[config.mk]
export PLATFORM = sky130hd
export DESIGN_NAME = beta_fetch
export DESIGN_NICKNAME = d
export VERILOG_FILES = /design/src/rtl/beta_pkg.sv /design/src/rtl/beta_ibuf.sv /design/src/rtl/beta_fetch.sv
export SDC_FILE = /design/constraint.sdc
export NUM_CORES = 1
export LEC_CHECK = 0
export BUFFER_PORTS_ARGS = -buffer_cell sky130_fd_sc_hd__buf_2
export CAP_MARGIN = 5
export CORE_ASPECT_RATIO = 1.1
export CORE_MARGIN = 1.5
export CORE_UTILIZATION = 59
export DETAILED_ROUTE_END_ITERATION = 16
export GPL_TIMING_DRIVEN = 0
export PLACE_DENSITY = 0.91
export SLEW_MARGIN = 20
export SYNTH_ARGS = -nofsm -noshare
export SYNTH_HDL_FRONTEND = slang
export SYNTH_SLANG_ARGS = --single-unit
[constraint.sdc]
create_clock -name clk_i -period 7.12 [get_ports clk_i]
set_input_delay 1.424 -clock clk_i [delete_from_list [all_inputs] [get_ports clk_i]]
set_output_delay 1.424 -clock clk_i [all_outputs]
set_load 0.03 [all_outputs]
[src/rtl/beta_pkg.sv]
// beta_pkg: shared types and constants for the beta fetch unit.
//   XLEN              - machine word width
//   BOOT_ADDR_DEFAULT - default reset PC
//   fetch_state_e     - fetch FSM state encoding
//   ibuf_entry_t      - one instruction-buffer entry {pc, instr}
package beta_pkg;

  localparam int XLEN = 32;

  localparam logic [XLEN-1:0] BOOT_ADDR_DEFAULT = 32'h0000_0000;

  typedef enum logic [1:0] {
    IDLE = 2'd0,
    REQ  = 2'd1,
    WAIT = 2'd2,
    HALT = 2'd3
  } fetch_state_e;

  typedef struct packed {
    logic [XLEN-1:0] pc;
    logic [XLEN-1:0] instr;
  } ibuf_entry_t;

endpackage

[src/rtl/beta_ibuf.sv]
// beta_ibuf: two-entry instruction buffer (circular, registered head).
// Ports:
//   clk_i, rstn_i     - clock, asynchronous active-low reset
//   push_i/push_data_i- write one entry
//   pop_i             - remove the head entry
//   flush_i           - discard all entries (wins over push/pop)
//   head_o            - current head entry (undefined when empty)
//   full_o, empty_o   - occupancy flags
//   count_o           - number of valid entries (0..2)
module beta_ibuf
  import beta_pkg::*;
(
  input  logic        clk_i,
  input  logic        rstn_i,
  input  logic        push_i,
  input  ibuf_entry_t push_data_i,
  input  logic        pop_i,
  input  logic        flush_i,
  output ibuf_entry_t head_o,
  output logic        full_o,
  output logic        empty_o,
  output logic [1:0]  count_o
);

  ibuf_entry_t mem_q [0:1];
  logic        rd_ptr_q, rd_ptr_d;
  logic        wr_ptr_q, wr_ptr_d;
  logic [1:0]  count_q, count_d;
  logic        do_pop, do_push;

  assign full_o  = (count_q == 2'd2);
  assign empty_o = (count_q == 2'd0);
  assign count_o = count_q;
  assign head_o  = mem_q[rd_ptr_q];

  // A push into a full buffer is accepted when the head leaves in the same cycle.
  assign do_pop  = pop_i && !empty_o;
  assign do_push = push_i && (!full_o || do_pop);

  always_comb begin
    rd_ptr_d = rd_ptr_q;
    wr_ptr_d = wr_ptr_q;
    count_d  = count_q;
    if (flush_i) begin
      rd_ptr_d = 1'b0;
      wr_ptr_d = 1'b0;
      count_d  = 2'd0;
    end else begin
      if (do_pop)  rd_ptr_d = ~rd_ptr_q;
      if (do_push) wr_ptr_d = ~wr_ptr_q;
      case ({do_push, do_pop})
        2'b10:   count_d = count_q + 2'd1;
        2'b01:   count_d = count_q - 2'd1;
        default: count_d = count_q;
      endcase
    end
  end

  always_ff @(posedge clk_i or negedge rstn_i) begin
    if (!rstn_i) begin
      rd_ptr_q <= 1'b0;
      wr_ptr_q <= 1'b0;
      count_q  <= 2'd0;
    end else begin
      rd_ptr_q <= rd_ptr_d;
      wr_ptr_q <= wr_ptr_d;
      count_q  <= count_d;
    end
  end

  // Entry storage carries data only; validity is tracked by count_q.
  always_ff @(posedge clk_i) begin
    if (do_push && !flush_i) mem_q[wr_ptr_q] <= push_data_i;
  end

endmodule

[src/rtl/beta_fetch.sv]
// beta_fetch: instruction fetch unit with a 2-entry instruction buffer.
// Optional feature macro: BETA_FETCH_MISALIGN_CHECK_EN
//   defined   - misaligned redirect targets pulse fetch_misaligned_o and halt
//   undefined - redirect targets are word-aligned by clearing bits [1:0]
// Ports:
//   clk_i, rstn_i                      - clock, asynchronous active-low reset
//   imem_req_o/imem_addr_o/imem_gnt_i  - instruction memory address phase
//   imem_rvalid_i/imem_rdata_i         - instruction memory response phase
//   instr_o/pc_o/instr_valid_o         - buffer head towards the decoder
//   instr_ready_i                      - decoder accept (pop on valid & ready)
//   redirect_i/redirect_pc_i           - branch/jump/exception redirect
//   fetch_misaligned_o                 - one-cycle misaligned-target pulse
module beta_fetch
  import beta_pkg::*;
#(
  parameter logic [XLEN-1:0] BOOT_ADDR  = BOOT_ADDR_DEFAULT,
  parameter int              IBUF_DEPTH = 2
) (
  input  logic            clk_i,
  input  logic            rstn_i,
  output logic            imem_req_o,
  output logic [XLEN-1:0] imem_addr_o,
  input  logic            imem_gnt_i,
  input  logic            imem_rvalid_i,
  input  logic [XLEN-1:0] imem_rdata_i,
  output logic [XLEN-1:0] instr_o,
  output logic [XLEN-1:0] pc_o,
  output logic            instr_valid_o,
  input  logic            instr_ready_i,
  input  logic            redirect_i,
  input  logic [XLEN-1:0] redirect_pc_i,
  output logic            fetch_misaligned_o
);

  localparam logic [2:0] IBUF_CAP = 3'(IBUF_DEPTH);

  fetch_state_e    state_q, state_d;
  logic [XLEN-1:0] pc_q, pc_d;
  logic [XLEN-1:0] fetch_pc_q, fetch_pc_d;
  logic            discard_q, discard_d;
  logic            mis_d;
  logic            req;
  logic            push, pop, flush;
  logic            can_issue;
  logic            redir_bad;
  logic [XLEN-1:0] redir_target;
  ibuf_entry_t     push_entry, head;
  logic            ibuf_full, ibuf_empty;
  logic [1:0]      ibuf_count;

`ifdef BETA_FETCH_MISALIGN_CHECK_EN
  logic mis_q;
  assign redir_bad          = (redirect_pc_i[1:0] != 2'b00);
  assign redir_target       = redirect_pc_i;
  assign fetch_misaligned_o = mis_q;

  always_ff @(posedge clk_i or negedge rstn_i) begin
    if (!rstn_i) mis_q <= 1'b0;
    else         mis_q <= mis_d;
  end
`else
  assign redir_bad          = 1'b0;
  assign redir_target       = redirect_pc_i & ~XLEN'(3);
  assign fetch_misaligned_o = 1'b0;
`endif

  // In REQ the only request that can still be in flight is a discarded one,
  // so discard_q is the outstanding count seen from this state.
  assign can_issue = !discard_q && !ibuf_full &&
                     (({1'b0, ibuf_count} + {2'b00, discard_q}) < IBUF_CAP);

  assign push_entry = '{pc: fetch_pc_q, instr: imem_rdata_i};

  always_comb begin
    state_d    = state_q;
    pc_d       = pc_q;
    fetch_pc_d = fetch_pc_q;
    discard_d  = discard_q;
    mis_d      = 1'b0;
    req        = 1'b0;
    push       = 1'b0;
    flush      = 1'b0;

    // A dropped response closes out the stale request whatever the state.
    if (discard_q && imem_rvalid_i) discard_d = 1'b0;

    case (state_q)
      IDLE: state_d = REQ;
      REQ: begin
        req = can_issue;
        if (req && imem_gnt_i) begin
          pc_d       = pc_q + XLEN'(4);
          fetch_pc_d = pc_q;
          state_d    = WAIT;
        end
      end
      WAIT: begin
        if (imem_rvalid_i) begin
          push    = 1'b1;
          state_d = REQ;
        end
      end
      HALT: state_d = HALT;
      default: state_d = IDLE;
    endcase

    if (redirect_i) begin
      flush = 1'b1;
      push  = 1'b0;
      // A request still owed a response after this cycle must have it dropped.
      if (((state_q == WAIT) && !imem_rvalid_i) || (req && imem_gnt_i))
        discard_d = 1'b1;
      if (redir_bad) begin
        mis_d   = 1'b1;
        pc_d    = pc_q;
        state_d = HALT;
      end else begin
        pc_d    = redir_target;
        state_d = REQ;
      end
    end
  end

  always_ff @(posedge clk_i or negedge rstn_i) begin
    if (!rstn_i) begin
      state_q   <= IDLE;
      pc_q      <= BOOT_ADDR;
      discard_q <= 1'b0;
    end else begin
      state_q   <= state_d;
      pc_q      <= pc_d;
      discard_q <= discard_d;
    end
  end

  always_ff @(posedge clk_i) begin
    fetch_pc_q <= fetch_pc_d;
  end

  assign imem_req_o    = req;
  assign imem_addr_o   = req ? pc_q : '0;
  assign instr_valid_o = !ibuf_empty && (state_q != HALT);
  assign instr_o       = instr_valid_o ? head.instr : '0;
  assign pc_o          = instr_valid_o ? head.pc : '0;
  assign pop           = instr_valid_o && instr_ready_i;

  beta_ibuf u_ibuf (
    .clk_i       (clk_i),
    .rstn_i      (rstn_i),
    .push_i      (push),
    .push_data_i (push_entry),
    .pop_i       (pop),
    .flush_i     (flush),
    .head_o      (head),
    .full_o      (ibuf_full),
    .empty_o     (ibuf_empty),
    .count_o     (ibuf_count)
  );

endmodule

==> impl_metrics.py <==
metrics = {
    "timing": {
        "final-max-slew-violation-count": 0,
        "period_needed_ns": 4.18,
        "setup_tns_ns": 0,
        "worstMarginPinSlew_ns": 0.877,
        "fin_crit_sh": 0.588,
        "fin_ws_ns": 2.94,
        "worst_hold_slack_ns": 0.441,
        "fin_worst_skew_ns": 0.00866,
        "finalSetupViolCount": 0,
        "slew-limit-headroom": 0.415,
        "max_freq_mhz": 239,
        "rsz0062_at_grt": "no",
        "hold_viol": 0,
    },
    "critical_path": {
        "r2r-start": "u_ibuf.count_o[1]",
        "crit_top_cell": "buf_2",
        "endpoint_kind": "output port",
        "critPathLaunchType": "register",
        "reg2reg_to": "u_ibuf.mem_q[0][27]",
        "path_cells": "or4b_1 > buf_2 > inv_1 > clkbuf_1 > and2_1 > buf_2",
        "reg2reg_slack_ns": 4.01,
        "critical_path.top_delay_family": "buffers and inverters",
        "cp_data_required_time_ns": 5.70,
        "slowest_delay_ns": 0.54,
        "path_class": "reg2out",
        "path_max_fanout": 10,
        "rr_worst_depth": 10,
        "cp.arrival_ns": 2.76,
        "cp_num_buf_inv": 4,
        "crit_slowest_cell": "or4b_1",
    },
    "drt": {
        "drt-initial-drc-count": 497,
        "first_pass_iters": 5,
        "drc": 0,
        "vias_per_cell": 5.81,
        "detail_route.wl_per_cell_um": 18.2,
        "drt-total-wl_um": 17000,
        "vias": 5444,
        "ant_nets": 0,
    },
    "cells_and_area": {
        "final_nets": 834,
        "n_antenna_cell": 0,
        "final_area_sq_mm": 0.00968,
        "utilization": 0.736,
        "regArea_sq_mm": 0.00555,
        "final_layout_size_suffix_gt1_frac": 0.278,
        "fillers": 850,
        "multi_input_area_sq_mm": 0.00222,
        "areaGrowthSynthToFinish_pct": 21.7,
    },
    "cts": {
        "hold_buffers": 0,
        "post_cts_resized": 0,
        "clk_latency_ns": 0.42,
        "cts_setup_buffers": 0,
        "cts_root_buffer": "clkbuf_16",
        "cts.clk_slew.worst_paths_ns": 0.07,
        "cts_tree": "built",
        "clk_path_buf_depth": 2,
        "clock-sinks": 191,
        "cts_buffers": 17,
        "cts_max_level": 4,
    },
    "worst_hold_path": {
        "whs_path_depth": 0,
        "worstHoldEndpoint": "u_ibuf.mem_q[0][34]",
        "hp-class": "reg2reg",
        "hold_path.startpoint": "fetch_pc_q[2]",
    },
    "grt": {
        "grt_pass1_vias": 5286,
        "antenna_found_initial": 1,
        "grt_max_degree": 53,
        "grt.overflow.total": 0,
        "grt_use_total": 0.244,
        "grt_pass1_wl_um": 26400,
    },
    "synth": {
        "yosysSeqAreaShare": 0.698,
        "synth_edf_count": 154,
        "synth_flop_cell": "edfxtp_1",
        "synth.top_cell.area_share": 0.581,
        "synthDistinctLibCells": 50,
        "synthCells": 574,
        "async_flop_share": 0.194,
        "avgSynthCellArea_sq_um": 13.9,
        "ys_seq_elements": 191,
        "synthTopCellsByArea": "edfxtp_1 (58%), dfrtp_1 (12%), mux2i_1 (8.2%), nor2_1 (4.2%), and2_1 (2.1%)",
        "synth_area_sq_mm": 0.00795,
        "yosysWarnings": 0,
        "synth_area_leader_cell": "edfxtp_1",
    },
    "pwr": {
        "p_int_mw": 2.07,
        "pwr-share-seq": 0.429,
        "comb_power_share": 0.297,
        "p_sw_frac": 0.356,
        "peakVddDrop_v": 0.000198,
        "switchingPower_mw": 1.14,
        "p_per_area_mw_per_mm2": 332,
        "p_clk_frac": 0.274,
        "leakage_nw": 3.70,
    },
    "job": {
        "drv_cap": 0,
    },
    "place": {
        "gp_congestion": 0.868,
        "place_area_sq_mm": 0.00913,
        "dp_hpwl_um": 11700,
        "pre_cts_ws_ns": 3.40,
        "numPortBuffers": 161,
    },
    "die": {
        "die-area_sq_mm": 0.0142,
        "die_w_um": 114,
        "start_util": 0.604,
        "row_count": 44,
        "ios": 169,
        "coreArea_sq_mm": 0.0132,
        "dieHeight_um": 125,
    },
    "outcome": {
        "status": "finished, final reports clean",
    },
}
worst register-to-register path, stage by stage (launching register included):
cell and delay [ns]:
dfrtp_1 0.45, nor2_1 0.10, a21o_1 0.16, clkbuf_1 0.32, inv_1 0.21, nand2_1 0.16, a31oi_1 0.35, nor2b_4 0.49
buf_16 0.23, buf_16 0.17, buf_16 0.18
worst max path at each step:
stage                     startpoint                  end  slack [ns]  cells after the start
after global placement    redirect_i  u_ibuf.mem_q[0][22]        0.47                      4
final                     state_q[1]       imem_addr_o[7]        2.94                      6
after detailed placement  state_q[1]       imem_addr_o[7]        3.40                      6
after CTS                 state_q[1]       imem_addr_o[7]        2.94                      6
after global routing      state_q[1]       imem_addr_o[7]        2.82                      6
after floorplan           redirect_i   u_ibuf.mem_q[0][0]        1.91                      3
registers in the layout (all words and copies together) (netlist names):
register	flops
state_q	2
u_ibuf.mem_q	124
u_ibuf.rd_ptr_q	1
u_ibuf.wr_ptr_q	1
fetch_pc_q	30
pc_q	30
u_ibuf.count_o	2
discard_q	1
per-layer routing:
layer  share of wire  up-vias  wire length [um]  GRT usage
met5               0        -                 0          0
met4           0.028        0               483      0.101
met3           0.073       40              1240     0.0618
met2            0.50      257              8460      0.405
met1            0.40     2639              6850      0.306
li1                -     2508                 -          -
cells in the mapped netlist (3+ instances only):
library cell,n
edfxtp_1,154
mux2i_1,65
a31oi_1,16
xnor2_1,6
nor2_1,89
o31ai_1,12
and2_1,27
buf_6,3
o21ai_0,13
buf_1,7
xor2_1,5
inv_1,10
nand2_1,24
dfrtp_1,37
nand3_1,14
or4_1,14
and4_1,5
nand4_1,9
buf_4,5
clkbuf_1,20
power groups by stage:
| stage | clock, mW | sequential [mW] | combinational, mW |
|---|---|---|---|
| after detailed placement | 0 | 1.40 | 0.953 |
| after floorplan | 0 | 1.38 | 0.668 |
| final | 0.881 | 1.38 | 0.953 |
| after CTS | 0.896 | 1.38 | 0.959 |
| after global placement | 0 | 1.39 | 0.919 |
| after global routing | 0.938 | 1.39 | 1.02 |
stage by stage:
| step | std cells | power (mW) |
|---|---|---|
| CTS | 937 | 3.23 |
| floorplan | 578 | 2.05 |
| global placement | 900 | 2.31 |
| detailed placement | 905 | 2.35 |
| finish | 937 | 3.21 |
| global route | 937 | 3.34 |
layout make-up:
type                       instances  share of cell area
inverter                          11             0.00427
multi-input combinational        340               0.229
buffer                            36              0.0184
clock buffer                      18              0.0443
sequential                       191               0.573
timing repair buffer             166              0.0975
clock inverter                    14              0.0124
tap                              161              0.0208
cell usage in the layout, fill, tap and decap left out, types with 12 or more instances in the layout:
cell,n
a31oi_1,16
and2_1,26
buf_2,162
clkbuf_1,21
clkbuf_16,17
dfrtp_1,37
edfxtp_1,154
mux2i_1,65
nand2_1,24
nand3_1,14
nor2_1,88
o21ai_0,13
o31ai_1,12
or4_1,14
cell families after synthesis:
group,after synthesis,share of synthesized area
muxes,65,0.0818
and+or+nand+nor,203,0.132
buffers and inverters,47,0.0275
adders and majority gates,1,0.00157
other,1,0.000472
DFF,191,0.698
AOI/OAI and AO/OA,55,0.0461
xor gates and xnor gates,11,0.0121
Power figures use the tool's default switching activity.
